$ cat config.mk
export PLATFORM = sky130hd
export DESIGN_NAME = data_sram_axi_bridge
export DESIGN_NICKNAME = d
export VERILOG_FILES = /design/src/rtl/data_sram_axi_bridge.sv
export SDC_FILE = /design/constraint.sdc
export NUM_CORES = 1
export LEC_CHECK = 0
export CAP_MARGIN = 25
export CORE_MARGIN = 10
export CORE_UTILIZATION = 37
export CTS_CLUSTER_DIAMETER = 30
export CTS_CLUSTER_SIZE = 28
export DETAILED_ROUTE_END_ITERATION = 16
export GPL_TIMING_DRIVEN = 0
export HOLD_SLACK_MARGIN = 0.05
export PLACE_DENSITY = 0.82
export SYNTH_ARGS = -nofsm -noshare
export SYNTH_HDL_FRONTEND = slang
export SYNTH_SLANG_ARGS = --single-unit
$ cat constraint.sdc
create_clock -name clk -period 5.1 [get_ports clk]
set_clock_uncertainty 0.05 [all_clocks]
set_input_delay 1.275 -clock clk [delete_from_list [all_inputs] [get_ports clk]]
set_output_delay 1.275 -clock clk [all_outputs]
set_load 0.03 [all_outputs]
$ cat src/rtl/data_sram_axi_bridge.sv
// data_sram_axi_bridge
// Bridges the CPU data-side SRAM-like port onto a single AXI3 master.
// At most one single-beat transaction is in flight at a time:
//  - reads use AR then R
//  - writes use AW and W, then B
// CPU-side data ports carry _i/_o suffixes so they stay distinct from the AXI rdata/wdata.
module data_sram_axi_bridge #(
    parameter logic [3:0] AXI_ID = 4'd1
) (
    input  logic        clk,
    input  logic        rst,
    // SRAM-like CPU side
    input  logic        req,
    input  logic        wr,
    input  logic [1:0]  size,
    input  logic [31:0] addr,
    input  logic [31:0] wdata_i,
    output logic        addr_ok,
    output logic        data_ok,
    output logic [31:0] rdata_o,
    output logic        bus_err,
    // AXI read address channel
    output logic [3:0]  arid,
    output logic [31:0] araddr,
    output logic [7:0]  arlen,
    output logic [2:0]  arsize,
    output logic [1:0]  arburst,
    output logic [1:0]  arlock,
    output logic [3:0]  arcache,
    output logic [2:0]  arprot,
    output logic        arvalid,
    input  logic        arready,
    // AXI read data channel
    input  logic [3:0]  rid,
    input  logic [31:0] rdata,
    input  logic [1:0]  rresp,
    input  logic        rlast,
    input  logic        rvalid,
    output logic        rready,
    // AXI write address channel
    output logic [3:0]  awid,
    output logic [31:0] awaddr,
    output logic [7:0]  awlen,
    output logic [2:0]  awsize,
    output logic [1:0]  awburst,
    output logic [1:0]  awlock,
    output logic [3:0]  awcache,
    output logic [2:0]  awprot,
    output logic        awvalid,
    input  logic        awready,
    // AXI write data channel
    output logic [3:0]  wid,
    output logic [31:0] wdata,
    output logic [3:0]  wstrb,
    output logic        wlast,
    output logic        wvalid,
    input  logic        wready,
    // AXI write response channel
    input  logic [3:0]  bid,
    input  logic [1:0]  bresp,
    input  logic        bvalid,
    output logic        bready
);

    localparam logic [2:0] IDLE    = 3'd0;
    localparam logic [2:0] RD_ADDR = 3'd1;
    localparam logic [2:0] RD_DATA = 3'd2;
    localparam logic [2:0] WR_REQ  = 3'd3;
    localparam logic [2:0] WR_RESP = 3'd4;
    localparam logic [2:0] DONE    = 3'd5;

    logic [2:0]  state_q,   state_d;
    logic [1:0]  size_q,    size_d;
    logic [31:0] addr_q,    addr_d;
    logic [31:0] wdata_q,   wdata_d;
    logic [31:0] rdata_q,   rdata_d;
    logic        bus_err_q, bus_err_d;
    logic        aw_done_q, aw_done_d;
    logic        w_done_q,  w_done_d;

    // Only one transaction is in flight, so rid/bid/rlast carry no information here.
    logic unused_inputs;
    assign unused_inputs = ^{rid, rlast, bid};

    // Fixed single-beat INCR attributes on both address channels.
    assign arid    = AXI_ID;
    assign arlen   = 8'd0;
    assign arburst = 2'b01;
    assign arlock  = 2'b00;
    assign arcache = 4'd0;
    assign arprot  = 3'd0;
    assign awid    = AXI_ID;
    assign awlen   = 8'd0;
    assign awburst = 2'b01;
    assign awlock  = 2'b00;
    assign awcache = 4'd0;
    assign awprot  = 3'd0;
    assign wid     = AXI_ID;
    assign wlast   = 1'b1;

    // Address/data come straight from the latched request, so they are stable while valid is high.
    assign araddr = addr_q;
    assign arsize = {1'b0, size_q};
    assign awaddr = addr_q;
    assign awsize = {1'b0, size_q};
    assign wdata  = wdata_q;

    // All handshake controls decode directly from the registered state and done flags.
    assign arvalid = (state_q == RD_ADDR);
    assign rready  = (state_q == RD_DATA);
    assign awvalid = (state_q == WR_REQ) && !aw_done_q;
    assign wvalid  = (state_q == WR_REQ) && !w_done_q;
    assign bready  = (state_q == WR_RESP);
    assign addr_ok = req && (state_q == IDLE);
    assign data_ok = (state_q == DONE);
    assign rdata_o = rdata_q;
    assign bus_err = bus_err_q;

    // Byte-lane strobes derived from the latched size and low address bits.
    always_comb begin
        case (size_q)
            2'd0:    wstrb = 4'b0001 << addr_q[1:0];
            2'd1:    wstrb = 4'b0011 << {addr_q[1], 1'b0};
            2'd2:    wstrb = 4'b1111;
            default: wstrb = 4'b0000;
        endcase
    end

    // Next-state and datapath update for the single-outstanding transaction FSM.
    always_comb begin
        // NOTE: every signal gets its hold value first so no path leaves it unassigned (no latch).
        state_d   = state_q;
        size_d    = size_q;
        addr_d    = addr_q;
        wdata_d   = wdata_q;
        rdata_d   = rdata_q;
        bus_err_d = bus_err_q;
        aw_done_d = aw_done_q;
        w_done_d  = w_done_q;

        case (state_q)
            IDLE: begin
                if (req) begin
                    size_d    = size;
                    addr_d    = addr;
                    wdata_d   = wdata_i;
                    aw_done_d = 1'b0;
                    w_done_d  = 1'b0;
                    state_d   = wr ? WR_REQ : RD_ADDR;
                end
            end
            RD_ADDR: begin
                if (arready) begin
                    state_d = RD_DATA;
                end
            end
            RD_DATA: begin
                if (rvalid) begin
                    rdata_d   = rdata;
                    bus_err_d = bus_err_q | (rresp != 2'b00);
                    state_d   = DONE;
                end
            end
            WR_REQ: begin
                // AW and W retire independently; leave once both have handshaken.
                if (awvalid && awready) begin
                    aw_done_d = 1'b1;
                end
                if (wvalid && wready) begin
                    w_done_d = 1'b1;
                end
                if (aw_done_d && w_done_d) begin
                    state_d = WR_RESP;
                end
            end
            WR_RESP: begin
                if (bvalid) begin
                    bus_err_d = bus_err_q | (bresp != 2'b00);
                    state_d   = DONE;
                end
            end
            DONE: begin
                state_d = IDLE;
            end
            default: begin
                state_d = IDLE;
            end
        endcase
    end

    // State and datapath registers; reset abandons any transaction in flight.
    always_ff @(posedge clk or posedge rst) begin
        // NOTE: non-blocking assignments so every flop samples pre-edge values together.
        if (rst) begin
            state_q   <= IDLE;
            size_q    <= 2'd0;
            addr_q    <= 32'd0;
            wdata_q   <= 32'd0;
            rdata_q   <= 32'd0;
            bus_err_q <= 1'b0;
            aw_done_q <= 1'b0;
            w_done_q  <= 1'b0;
        end else begin
            state_q   <= state_d;
            size_q    <= size_d;
            addr_q    <= addr_d;
            wdata_q   <= wdata_d;
            rdata_q   <= rdata_d;
            bus_err_q <= bus_err_d;
            aw_done_q <= aw_done_d;
            w_done_q  <= w_done_d;
        end
    end

endmodule

* Word-level counts from Yosys, hierarchy flattened
Index checks and enable logic that the tools add are counted.
** Operators by class
- $add $sub $neg :: 0
- Multipliers :: 0
- Divide/modulo/power cells :: 0
- $lt $le $gt $ge :: 0
- Eq/ne operators :: 12
- Shift operators :: 2
- Mux-type cells :: 18
- Bitwise operators :: 2
- Reduce and logical (&&, ||, !) cells :: 19
** Operators by type and width (count)
- two-way mux 3 bit :: 5
- case mux 3 bit (5 select lines) :: 1
- case mux 4 bit (3 select lines) :: 1
- nonzero test 2 bit :: 4
- two-way mux 1 bit :: 7
- equality test 3 x 2 -> 1 bit, second input constant :: 2
- equality test 3 bit, second input constant :: 2
- logical AND 1 bit :: 6
- != test 2 bit, second input constant :: 3
- case mux 1 bit (2 select lines) :: 3
- AND reduction 2 bit :: 3
- AND reduction 5 bit :: 1
- != test 2 x 1 -> 1 bit, second input constant :: 2
- << shifter 1 x 2 -> 4 bit, first input constant :: 1
- << shifter 2 x 2 -> 4 bit, first input constant :: 1
- equality test 3 x 1 -> 1 bit, second input constant :: 1
- zero test 3 bit :: 1
- AND reduction 3 bit :: 1
- equality test 2 x 1 -> 1 bit, second input constant :: 1
- equality test 2 bit, second input constant :: 1
- zero test 1 bit :: 2
- zero test 2 bit :: 1
- two-way mux 2 bit :: 1
- OR 1 bit :: 2
** Word-level totals
- Bits in registers :: 104
- Latch bits :: 0
- Bits in writable memories :: 0
- ROM bits :: 0
- Input bits :: 120
- Output and inout port bits :: 197
- Memories :: 0

* Logic depth before layout (Yosys ltp)
- Word-level depth :: 8
- Mapped depth :: 6
- Gate-level depth less buffers :: 3

* Worst setup path after synthesis
Ideal clock, no wire load.
- Path type :: input port to output port
- From :: input req
- To :: output addr_ok
- Arrival time :: 2.090 ns
- Data required time :: 3.775 ns
- Setup slack :: 1.685 ns
- Stages on the path :: 4
- Buffers on the path :: 2
- Cells stage by stage :: or3b_4 nor2_8 buf_12 buf_12
** Between the ends
- Longest elaborated chain between the ends :: 1
** Ends and longest elaborated chain
- from (decl) :: RTL line 13 : input logic req,
- logical AND 1 bit :: RTL line 114 : assign addr_ok = req && (state_q == IDLE);
- to (decl) :: RTL line 18 : output logic addr_ok,
Every way passes these cells.

* Worst setup path after layout
Ends and elaborated chain as after synthesis.

==> summary.txt <==
Syn_area_per_cell -> 14.1 um^2
Seq/Total Area, Yosys -> 0.528
Sw frac -> 0.428
Congestion Overflow GR -> 0
Share of cells above drive strength 1 -> 0.323
Total CTS buffers -> 9
Final core utilization -> 0.623
Combinational cell fraction of total power -> 0.632
Post-synth ARST share -> 1.00
Global-route wire length before repair -> 23,300 um
Clock sink count -> 104
Psw -> 2.55 mW
Fmax -> 214 MHz
Clock Latency Late Sink -> 340 ps
Cts hold-fix bufs -> 0
IO Pins -> 317
DRT Wirelength -> 15,500 um
Antenna violations before repair -> 0
Vias in the first global route -> 4,010
Postcts setup bufs -> 0
GRT Total Usage -> 0.163
Core footprint -> 13,100 um^2
Top FF cell, synth -> dfrtp_1
Crit path kind -> input port to primary output
Crit path required time -> 3770 ps
Unrepaired setup endpoints after global routing -> false
FP Rows -> 42
Synthesis-to-finish area growth -> 66.2%
DIE HEIGHT -> 135 um
Final Hold Vio Count -> 0
Clock power frac -> 0.109
Post-CTS sizing -> 0
Tmin final -> 4670 ps
Peak supply drop -> 0.000377 V
HP Class -> flip-flop to flip-flop
Largest net degree at the start of global routing -> 55
Nets -> 787
Synth Cell Area -> 4920 um^2
Outcome -> complete, no violations
Pre-CTS WS -> 427 ps
DRT iter0 DRCs -> 138
Clock transition at path regs -> 70 ps
Pre-antenna DRT Iters -> 4
Critical path cell sequence -> clkdlybuf4s50_1 > or3b_4 > nor2_8 > buf_12 > buf_12 > clkdlybuf4s50_1
Remaining antenna violation count -> 0
Syn. warnings -> 0
Placer Congestion -> 0.799
Cell leakage power -> 3.67 nW
PortBufs -> 254
Worst path max stage delay -> 680 ps
Chip width -> 135 um
Max Cap Violations -> 0
Register bit total from synthesis -> 104
Worst setup margin -> 430 ps
Drt wl/cell -> 18.3 um
Fin crit share -> 0.916
Sequential share of power -> 0.259
CP startpoint kind -> input port
Crit path max-delay family -> buffers and inverters
Starting density of the core -> 0.375
Final setup viols -> 0
Mapped Cells -> 350
Pwr dens -> 727 nW/um^2
Antenna diodes -> 0
Worst relative slew slack -> 0.551
Die area -> 18,300 um^2
Fillers -> 1,042
Peak fanout along the critical path -> 10
Clock root cell -> clkbuf_16
CTS Buffer Depth -> 2
Buf+Inv Stages, Crit Path -> 4
Placed wire-length estimate -> 12,600 um
Critical-path top delay cell -> clkdlybuf4s50_1
CTS tree -> done
Synth unique cells -> 28
Detailed-route via count -> 3,686
Slew Limit Fails -> 0
Htree depth -> 3
Internal -> 3.40 mW
DRC -> 0
Number of synthesized flops with an enable pin -> 0
Critical Path End Type -> primary output
Crit path DAT -> 3350 ps
Vias/cell -> 4.35
Slew @ Worst Pin -> 673 ps
==> through the flow <==
step	std cells	setup TNS (ps)	cell area, um^2	power, mW	hold slack (ps)
after floorplan	401	0	5120	3.79	464
final	848	0	8180	5.95	436
after detailed placement	832	0	7910	5.35	414
after global placement	831	-46560	7880	5.25	412
after global routing	848	0	8180	6.22	462
after CTS	848	0	8180	6.02	437
==> synthesized netlist by cell type (all sizes together), types with 3 or more instances <==
master  number  area [um^2]
a21oi        8         40.0
buf         99          795
dfrtp      104         2600
inv          4         15.0
mux2        98         1210
mux2i        4         40.0
nand2        3         11.3
nor2         7         42.5
o21ai        4         20.0
==> power groups by stage <==
stage / registers (mW) / clock network (mW) / logic, mW
final: 1.54 / 0.646 / 3.76
after global routing: 1.60 / 0.699 / 3.92
after detailed placement: 1.56 / 0 / 3.79
after global placement: 1.52 / 0 / 3.73
after floorplan: 2.30 / 0 / 1.49
after CTS: 1.55 / 0.666 / 3.80
==> sequential cells by signal, summed over array words and instances (netlist names) <==
name / count
araddr: 32
w_done_q: 1
size_q: 2
bus_err: 1
state_q: 3
aw_done_q: 1
rdata_o: 32
wdata: 32
==> cells in the final DEF (no fill, tap or decap), drive strengths merged <==
cell and instances:
inv 4, buf 100, conb 53, and3b 1, o21ai 4, clkbuf 13
dfrtp 104, nand3 1, nor3b 2, clkinv 5, nand2 3, nand2b 1
a21oi 8, clkdlybuf4s50 254, or3b 1, nor2 7, a22o 1, o22a 1
nand3b 2, nor2b 2, mux2i 4, nor4bb 1, mux2 98, mux4 1
o211ai 1
==> final timing paths <==
| path | startpoint | to | slack, ps | cells after the start |
|---|---|---|---|---|
| min in group asynchronous | rst | wdata[10]$_DFFE_PP0P_ | 1350 | 2 |
| max in group asynchronous | rst | araddr[17]$_DFFE_PP0P_ | 2960 | 3 |
| worst min-delay path | bus_err$_DFFE_PP0P_ | bus_err$_DFFE_PP0P_ | 440 | 1 |
| worst min register to register | bus_err$_DFFE_PP0P_ | bus_err$_DFFE_PP0P_ | 440 | 1 |
| worst max-delay path | req | addr_ok | 430 | 6 |
| worst max register to register | state_q[0]$_DFFE_PP0P_ | araddr[10]$_DFFE_PP0P_ | 3250 | 4 |
==> per-layer routing <==
layer  GRT usage  wire length [um]
met4      0.0502               207
met1       0.164              5410
met3      0.0671              1570
met2       0.298              8280
met5           0                 0
==> worst register-to-register path: stages, from the launching register on <==
cell and delay, ps:
dfrtp_1 460, or3b_4 470, nor2_8 130, buf_4 250, mux2_2 370
==> logic make-up after synthesis <==
| kind of cell | count (synthesis) | share of synthesized area |
|---|---|---|
| simple gates | 21 | 0.0279 |
| buf+inv | 105 | 0.166 |
| compound gates | 15 | 0.0173 |
| mux | 103 | 0.259 |
| other cells | 2 | 0.00152 |
| flops | 104 | 0.528 |
==> layout make-up <==
| class | instances | area, um^2 | area share |
|---|---|---|---|
| Clock inverter | 5 | 32.5 | 0.00397 |
| Sequential cell | 104 | 2600 | 0.318 |
| Timing Repair Buffer | 255 | 2570 | 0.314 |
| Buffer | 101 | 802 | 0.0980 |
| Inverter | 4 | 17.5 | 0.00214 |
| Clock buffer | 11 | 243 | 0.0297 |
| Tap cell | 176 | 220 | 0.0269 |
| Multi-Input combinational cell | 192 | 1700 | 0.207 |
(Power assumes the default switching activity.)
